$ cat config.mk
export PLATFORM = sky130hd
export DESIGN_NAME = commit_monitor
export DESIGN_NICKNAME = d
export VERILOG_FILES = /design/src/rtl/commit_monitor.sv
export SDC_FILE = /design/constraint.sdc
export NUM_CORES = 1
export LEC_CHECK = 0
export CELL_PAD_IN_SITES_DETAIL_PLACEMENT = 1
export CELL_PAD_IN_SITES_GLOBAL_PLACEMENT = 1
export CORE_ASPECT_RATIO = 0.9
export CORE_MARGIN = 4
export CORE_UTILIZATION = 37
export CTS_BUF_LIST = sky130_fd_sc_hd__clkbuf_2
export DETAILED_ROUTE_END_ITERATION = 8
export GPL_TIMING_DRIVEN = 0
export PLACE_DENSITY_LB_ADDON = 0.1
export SYNTH_ARGS = -nofsm -noshare
export SYNTH_HDL_FRONTEND = slang
export SYNTH_SLANG_ARGS = --single-unit
$ cat constraint.sdc
create_clock -name clk -period 3.14 [get_ports clk]
set_input_delay 0.628 -clock clk [delete_from_list [all_inputs] [get_ports clk]]
set_output_delay 0.628 -clock clk [all_outputs]
set_load 0.005 [all_outputs]
$ cat src/rtl/commit_monitor.sv
// commit_monitor: counts retired instructions, detects self-loop halt and commit watchdog expiry,
// and flags protocol errors. Define COMMIT_MONITOR_MEMCHK_EN to build the memory handshake tracker.
module commit_monitor #(
    parameter int NUM_CH         = 1,
    parameter int ORDER_W        = 64,
    parameter int TIMEOUT_CYCLES = 100000000,
    parameter int HALT_REPEAT    = 1
) (
    input  logic                  clk,
    input  logic                  rst,
    input  logic [NUM_CH-1:0]     commit_valid,
    input  logic [32*NUM_CH-1:0]  commit_pc,
    input  logic [32*NUM_CH-1:0]  commit_next_pc,
    input  logic                  mem_read,
    input  logic                  mem_write,
    input  logic                  mem_resp,
    output logic [ORDER_W-1:0]    order,
    output logic                  halt,
    output logic                  timeout,
    output logic [3:0]            errcode,
    output logic                  done
);
    localparam int              CNT_W      = $clog2(NUM_CH + 1);
    localparam int              WD_W       = $clog2(TIMEOUT_CYCLES + 1);
    localparam logic [WD_W-1:0] WD_LIMIT   = WD_W'(TIMEOUT_CYCLES);
    localparam logic [3:0]      LOOP_LIMIT = 4'(HALT_REPEAT);

    typedef enum logic [1:0] {RUN, HALTED, TIMED_OUT, ERROR} state_t;

    state_t             state_q, state_d;
    logic [ORDER_W-1:0] order_q, order_d;
    logic [3:0]         loop_q, loop_d;
    logic [WD_W-1:0]    wd_q, wd_d;
    logic [3:0]         err_q, err_d;
    logic               halt_q, halt_d;
    logic               timeout_q, timeout_d;
    logic               done_q, done_d;

    logic [NUM_CH-1:0]  self_loop;
    logic [CNT_W-1:0]   commit_cnt;
    logic               cnt_stop;
    logic               gap;
    logic               any_commit;
    logic               any_loop;
    logic [2:0]         mem_err;

    // Retirement stops counting after the oldest self-looping channel.
    always_comb begin
        self_loop  = '0;
        commit_cnt = '0;
        cnt_stop   = 1'b0;
        gap        = 1'b0;
        for (int i = 0; i < NUM_CH; i++) begin
            self_loop[i] = commit_valid[i] && (commit_pc[32*i +: 32] == commit_next_pc[32*i +: 32]);
            if (!cnt_stop && commit_valid[i]) begin
                commit_cnt = commit_cnt + CNT_W'(1);
            end
            if (self_loop[i]) begin
                cnt_stop = 1'b1;
            end
        end
        for (int i = 1; i < NUM_CH; i++) begin
            if (commit_valid[i] && !commit_valid[i-1]) begin
                gap = 1'b1;
            end
        end
    end

    assign any_commit = |commit_valid;
    assign any_loop   = |self_loop;

`ifdef COMMIT_MONITOR_MEMCHK_EN
    logic pend_q, pend_d;
    logic pend_wr_q, pend_wr_d;
    logic mem_req;
    logic orig_req;

    // A request answered in the same cycle it is issued never becomes pending.
    always_comb begin
        mem_req    = mem_read | mem_write;
        orig_req   = pend_wr_q ? mem_write : mem_read;
        pend_d     = pend_q;
        pend_wr_d  = pend_wr_q;
        mem_err    = '0;
        mem_err[0] = mem_read & mem_write;
        if (!pend_q) begin
            if (mem_req && !mem_resp) begin
                pend_d    = 1'b1;
                pend_wr_d = mem_write;
            end else if (mem_resp && !mem_req) begin
                mem_err[1] = 1'b1;
            end
        end else begin
            if (mem_resp) begin
                pend_d = 1'b0;
            end else if (!orig_req) begin
                mem_err[2] = 1'b1;
                pend_d     = 1'b0;
            end
        end
    end

    always_ff @(posedge clk) begin
        if (rst) begin
            pend_q    <= 1'b0;
            pend_wr_q <= 1'b0;
        end else begin
            pend_q    <= pend_d;
            pend_wr_q <= pend_wr_d;
        end
    end
`else
    logic mem_unused;
    assign mem_unused = mem_read ^ mem_write ^ mem_resp;
    assign mem_err    = 3'b000;
`endif

    always_comb begin
        state_d = state_q;
        order_d = order_q;
        loop_d  = loop_q;
        wd_d    = wd_q;
        err_d   = err_q | {gap, mem_err};
        if (state_q == RUN) begin
            if (!gap) begin
                order_d = order_q + ORDER_W'(commit_cnt);
            end
            if (any_loop) begin
                loop_d = loop_q + 4'd1;
            end else if (any_commit) begin
                loop_d = '0;
            end
            wd_d = any_commit ? '0 : wd_q + WD_W'(1);
            if (err_d != 4'd0) begin
                state_d = ERROR;
            end else if (loop_d >= LOOP_LIMIT) begin
                state_d = HALTED;
            end else if (wd_d >= WD_LIMIT) begin
                state_d = TIMED_OUT;
            end
        end
        halt_d    = (state_d == HALTED);
        timeout_d = (state_d == TIMED_OUT);
        done_d    = halt_d | timeout_d | (err_d != 4'd0);
    end

    always_ff @(posedge clk) begin
        if (rst) begin
            state_q   <= RUN;
            order_q   <= '0;
            loop_q    <= '0;
            wd_q      <= '0;
            err_q     <= '0;
            halt_q    <= 1'b0;
            timeout_q <= 1'b0;
            done_q    <= 1'b0;
        end else begin
            state_q   <= state_d;
            order_q   <= order_d;
            loop_q    <= loop_d;
            wd_q      <= wd_d;
            err_q     <= err_d;
            halt_q    <= halt_d;
            timeout_q <= timeout_d;
            done_q    <= done_d;
        end
    end

    assign order   = order_q;
    assign halt    = halt_q;
    assign timeout = timeout_q;
    assign errcode = err_q;
    assign done    = done_q;
endmodule

==> metrics.yaml, run 1 <==
run_status:
  status: "finished, final reports clean"
placed_design:
  gp_congestion: 0.837
  place_hpwl_um: 14400
  numPortBuffers: 133
final_layout:
  utilization_pct: 50.0
  syn2layout_area_growth_pct: 31.3
  diodes: 0
  multi_input_area_um2: 3450
  drive_gt1_share_pct: 6.90
  nNetsFinal: 940
  seq_area_um2: 2000
  nFillCells: 1801
timing:
  hold_slack_ps: 522
  max_freq_mhz: 339
  tightest_slew_ps: 708
  rsz0062_at_grt: "yes"
  fin_worst_skew_ps: 34.3
  period_share_pct: 94.0
  setup_viol: 0
  hold_viol_final: 0
  finalMaxSlewViolations: 0
  slew_headroom_pct: 52.8
  period_needed_ps: 2950
routing:
  drtIter0Drc: 245
  drc: 0
  antenna_left: 0
  routed_wl_um: 18900
  route.vias.total: 5952
  avgRoutedWirePerCell_um: 17.7
  via_per_inst: 5.57
  dr.pass1.iters: 4
hold_path:
  hold_end: "wd_q[20]"
  hold_class: "register to register"
  whs_path_depth: 2
  hp-start: "wd_q[20]"
floorplan:
  dieArea_um2: 17300
  ios: 141
  design.core.area_um2: 14900
  fp.dieH_um: 125
  start_util_pct: 38.1
  num_rows: 42
  die_x_um: 138
pwr:
  pwr-share-seq_pct: 57.1
  p_sw_share_pct: 25.9
  irDropWorstVdd_uv: 159
  powerDensity_nw_per_um2: 303
  p_leak_nw: 2.57
  clkPwrFrac_pct: 33.0
  netSwitchingPower_mw: 0.583
  p_total_mw: 2.25
  internal_power_mw: 1.67
  pwr-share-comb_pct: 10.0
synth:
  synth-warning-count: 0
  seq_area_frac_synth_pct: 35.4
  synthFlopType: "dfxtp_1"
  synth_edf_count: 0
  synth.most_common_cell: "dfxtp_1"
  ys_types: 60
  synth_area_leader_cell: "dfxtp_1"
  avgSynthCellArea_um2: 7.89
  synth_commonest_cells: "100 x dfxtp_1, 88 x nor2_1, 60 x a21oi_1"
  yosysTopAreaCellShare_pct: 35.4
  netlist_instances: 717
  netlist_top_cells_area: "dfxtp_1 35%, xor2_1 6.8%, nor2_1 5.8%"
  synth_area_um2: 5660
  synth_seq_cells: 100
  async_flop_share_pct: 0
clock_tree:
  cts_max_level: 3
  cts.sinks: 100
  path_clk_slew_ps: 270
  cts_tree: "yes"
  numCtsBuffers: 9
  clock_path_buffers: 2
  clock_latency_ps: 620
  clockRootBuffer: "clkbuf_2"
setup_path:
  rr_worst_depth: 9
  r2r-end: "done"
  cpPeakStageDelay_ps: 530
  required_ps: 3710
  cp-start-kind: "register"
  path_cells: "and2_1 > clkbuf_1 > and3_1 > nand2_1 > a2111oi_0 > o211ai_1 > a31oi_1 > ha_1 > nor2_1"
  cp-startpoint: "wd_q[0]"
  critPathKind: "register to register"
  r2r_start: "wd_q[0]"
  worst_setup_path_end_kind: "register"
  r2r_slack_ps: 190
  timing.critical_path.slowest_stage_cell: "dfxtp_1"
  arrival_ps: 3520
  path_max_fanout: 10
global_routing:
  grt-ovfl-total: 0
  antenna_found_initial: 0
  grt_max_degree: 18
  grt_pass1_wl_um: 31400
  grt_pass1_vias: 6264
  grt_use_total_pct: 21.6
run:
  cap_violations: 0
==> cells in the final DEF, fill, tap and decap left out, types with 17 or more instances in the layout <==
cell,netlist,layout
nor2_1,88,87
nor2b_1,20,20
clkbuf_1,27,26
xnor2_1,18,18
a21oi_1,60,60
nand2_1,43,43
clkdlybuf4s50_1,0,133
dfxtp_1,100,100
o21ai_0,42,42
nand4_1,40,40
nand3_1,30,30
xor2_1,44,44
or3_1,17,17
==> metrics by stage <==
stage	setup TNS, ps	std cells	worst slack (ps)	instance area, um2
after floorplan	0	720	493	5670
after global placement	-4660	1051	-445	7250
after detailed placement	-6020	1051	-551	7250
after CTS	0	1067	124	7390
after global routing	-18.5	1068	-18.5	7430
final	0	1068	188	7430
==> final cells by class <==
| class | instances | area share [%] |
|---|---|---|
| timing repair buffer | 135 | 18.1 |
| tap | 198 | 3.33 |
| buffer | 43 | 2.61 |
| clock buffer | 9 | 0.606 |
| inverter | 12 | 0.606 |
| multi-input combinational | 564 | 46.5 |
| sequential | 100 | 26.9 |
| clock inverter | 7 | 1.31 |
==> logic make-up (layout without fill, tap and decap cells) <==
| kind of cell | count (synthesis) | in the layout | synth area share (%) |
|---|---|---|---|
| flip-flops | 100 | 100 | 35.4 |
| AO/OA/AOI/OAI | 140 | 140 | 14.4 |
| multiplexers | 11 | 11 | 2.17 |
| buffers and inverters | 56 | 206 | 4.27 |
| adder cells (fa/ha/maj) | 5 | 5 | 1.11 |
| AND/OR/NAND/NOR | 342 | 342 | 33.0 |
| other | 1 | 4 | 0.0662 |
| XOR/XNOR | 62 | 62 | 9.59 |
==> power by group through the flow <==
stage	Clock [mW]	Combinational (mW)	Sequential, mW
floorplan	0	0.0874	1.30
global placement	0	0.215	1.31
detailed placement	0	0.225	1.31
CTS	0.769	0.225	1.28
global route	0.819	0.245	1.29
finish	0.741	0.224	1.28
==> critical path, delay by kind of cell, from the launching register on <==
kind | cells | cell delay, ps
compound gates | 3 | 980
fa+ha+maj | 1 | 250
buf+inv | 1 | 460
flops | 1 | 530
simple gates | 4 | 700
==> state kept, by name (all words and copies together) (netlist names) <==
name,count
order,64
wd_q,27
loop_q,4
state_q,2
done,1
halt,1
timeout,1
==> repair_timing <==
| item | CTS | global route |
|---|---|---|
| endpoints found under the setup margin | 0 | 7 |
| buffers inserted | 0 | 2 |
| hold buffers | 0 | 0 |
| gates resized for setup | 0 | 6 |
==> worst max path at each step <==
stage,slack [ps],depth (start not counted),to
floorplan,490,10,done
global placement,-440,10,order[47]
detailed placement,-550,10,order[43]
CTS,120,10,done
global route,-20,9,done
finish,190,9,done
==> metal layers <==
metal / part of all wire (%) / vias up / GRT usage, %
li1: - / 2885 / -
met1: 45 / 2895 / 27.3
met2: 47 / 153 / 37.1
met3: 6.4 / 19 / 6.03
met4: 1.0 / 0 / 4.59
met5: 0 / - / 0
Power figures use the tool's default switching activity.
==> inputs of run 2 (changes only) <==
Settings changed: CTS_CLUSTER_SIZE set to 14.
==> results of run 2 <==
No change in the layout: final DEF, timing and power equal those of run 1.
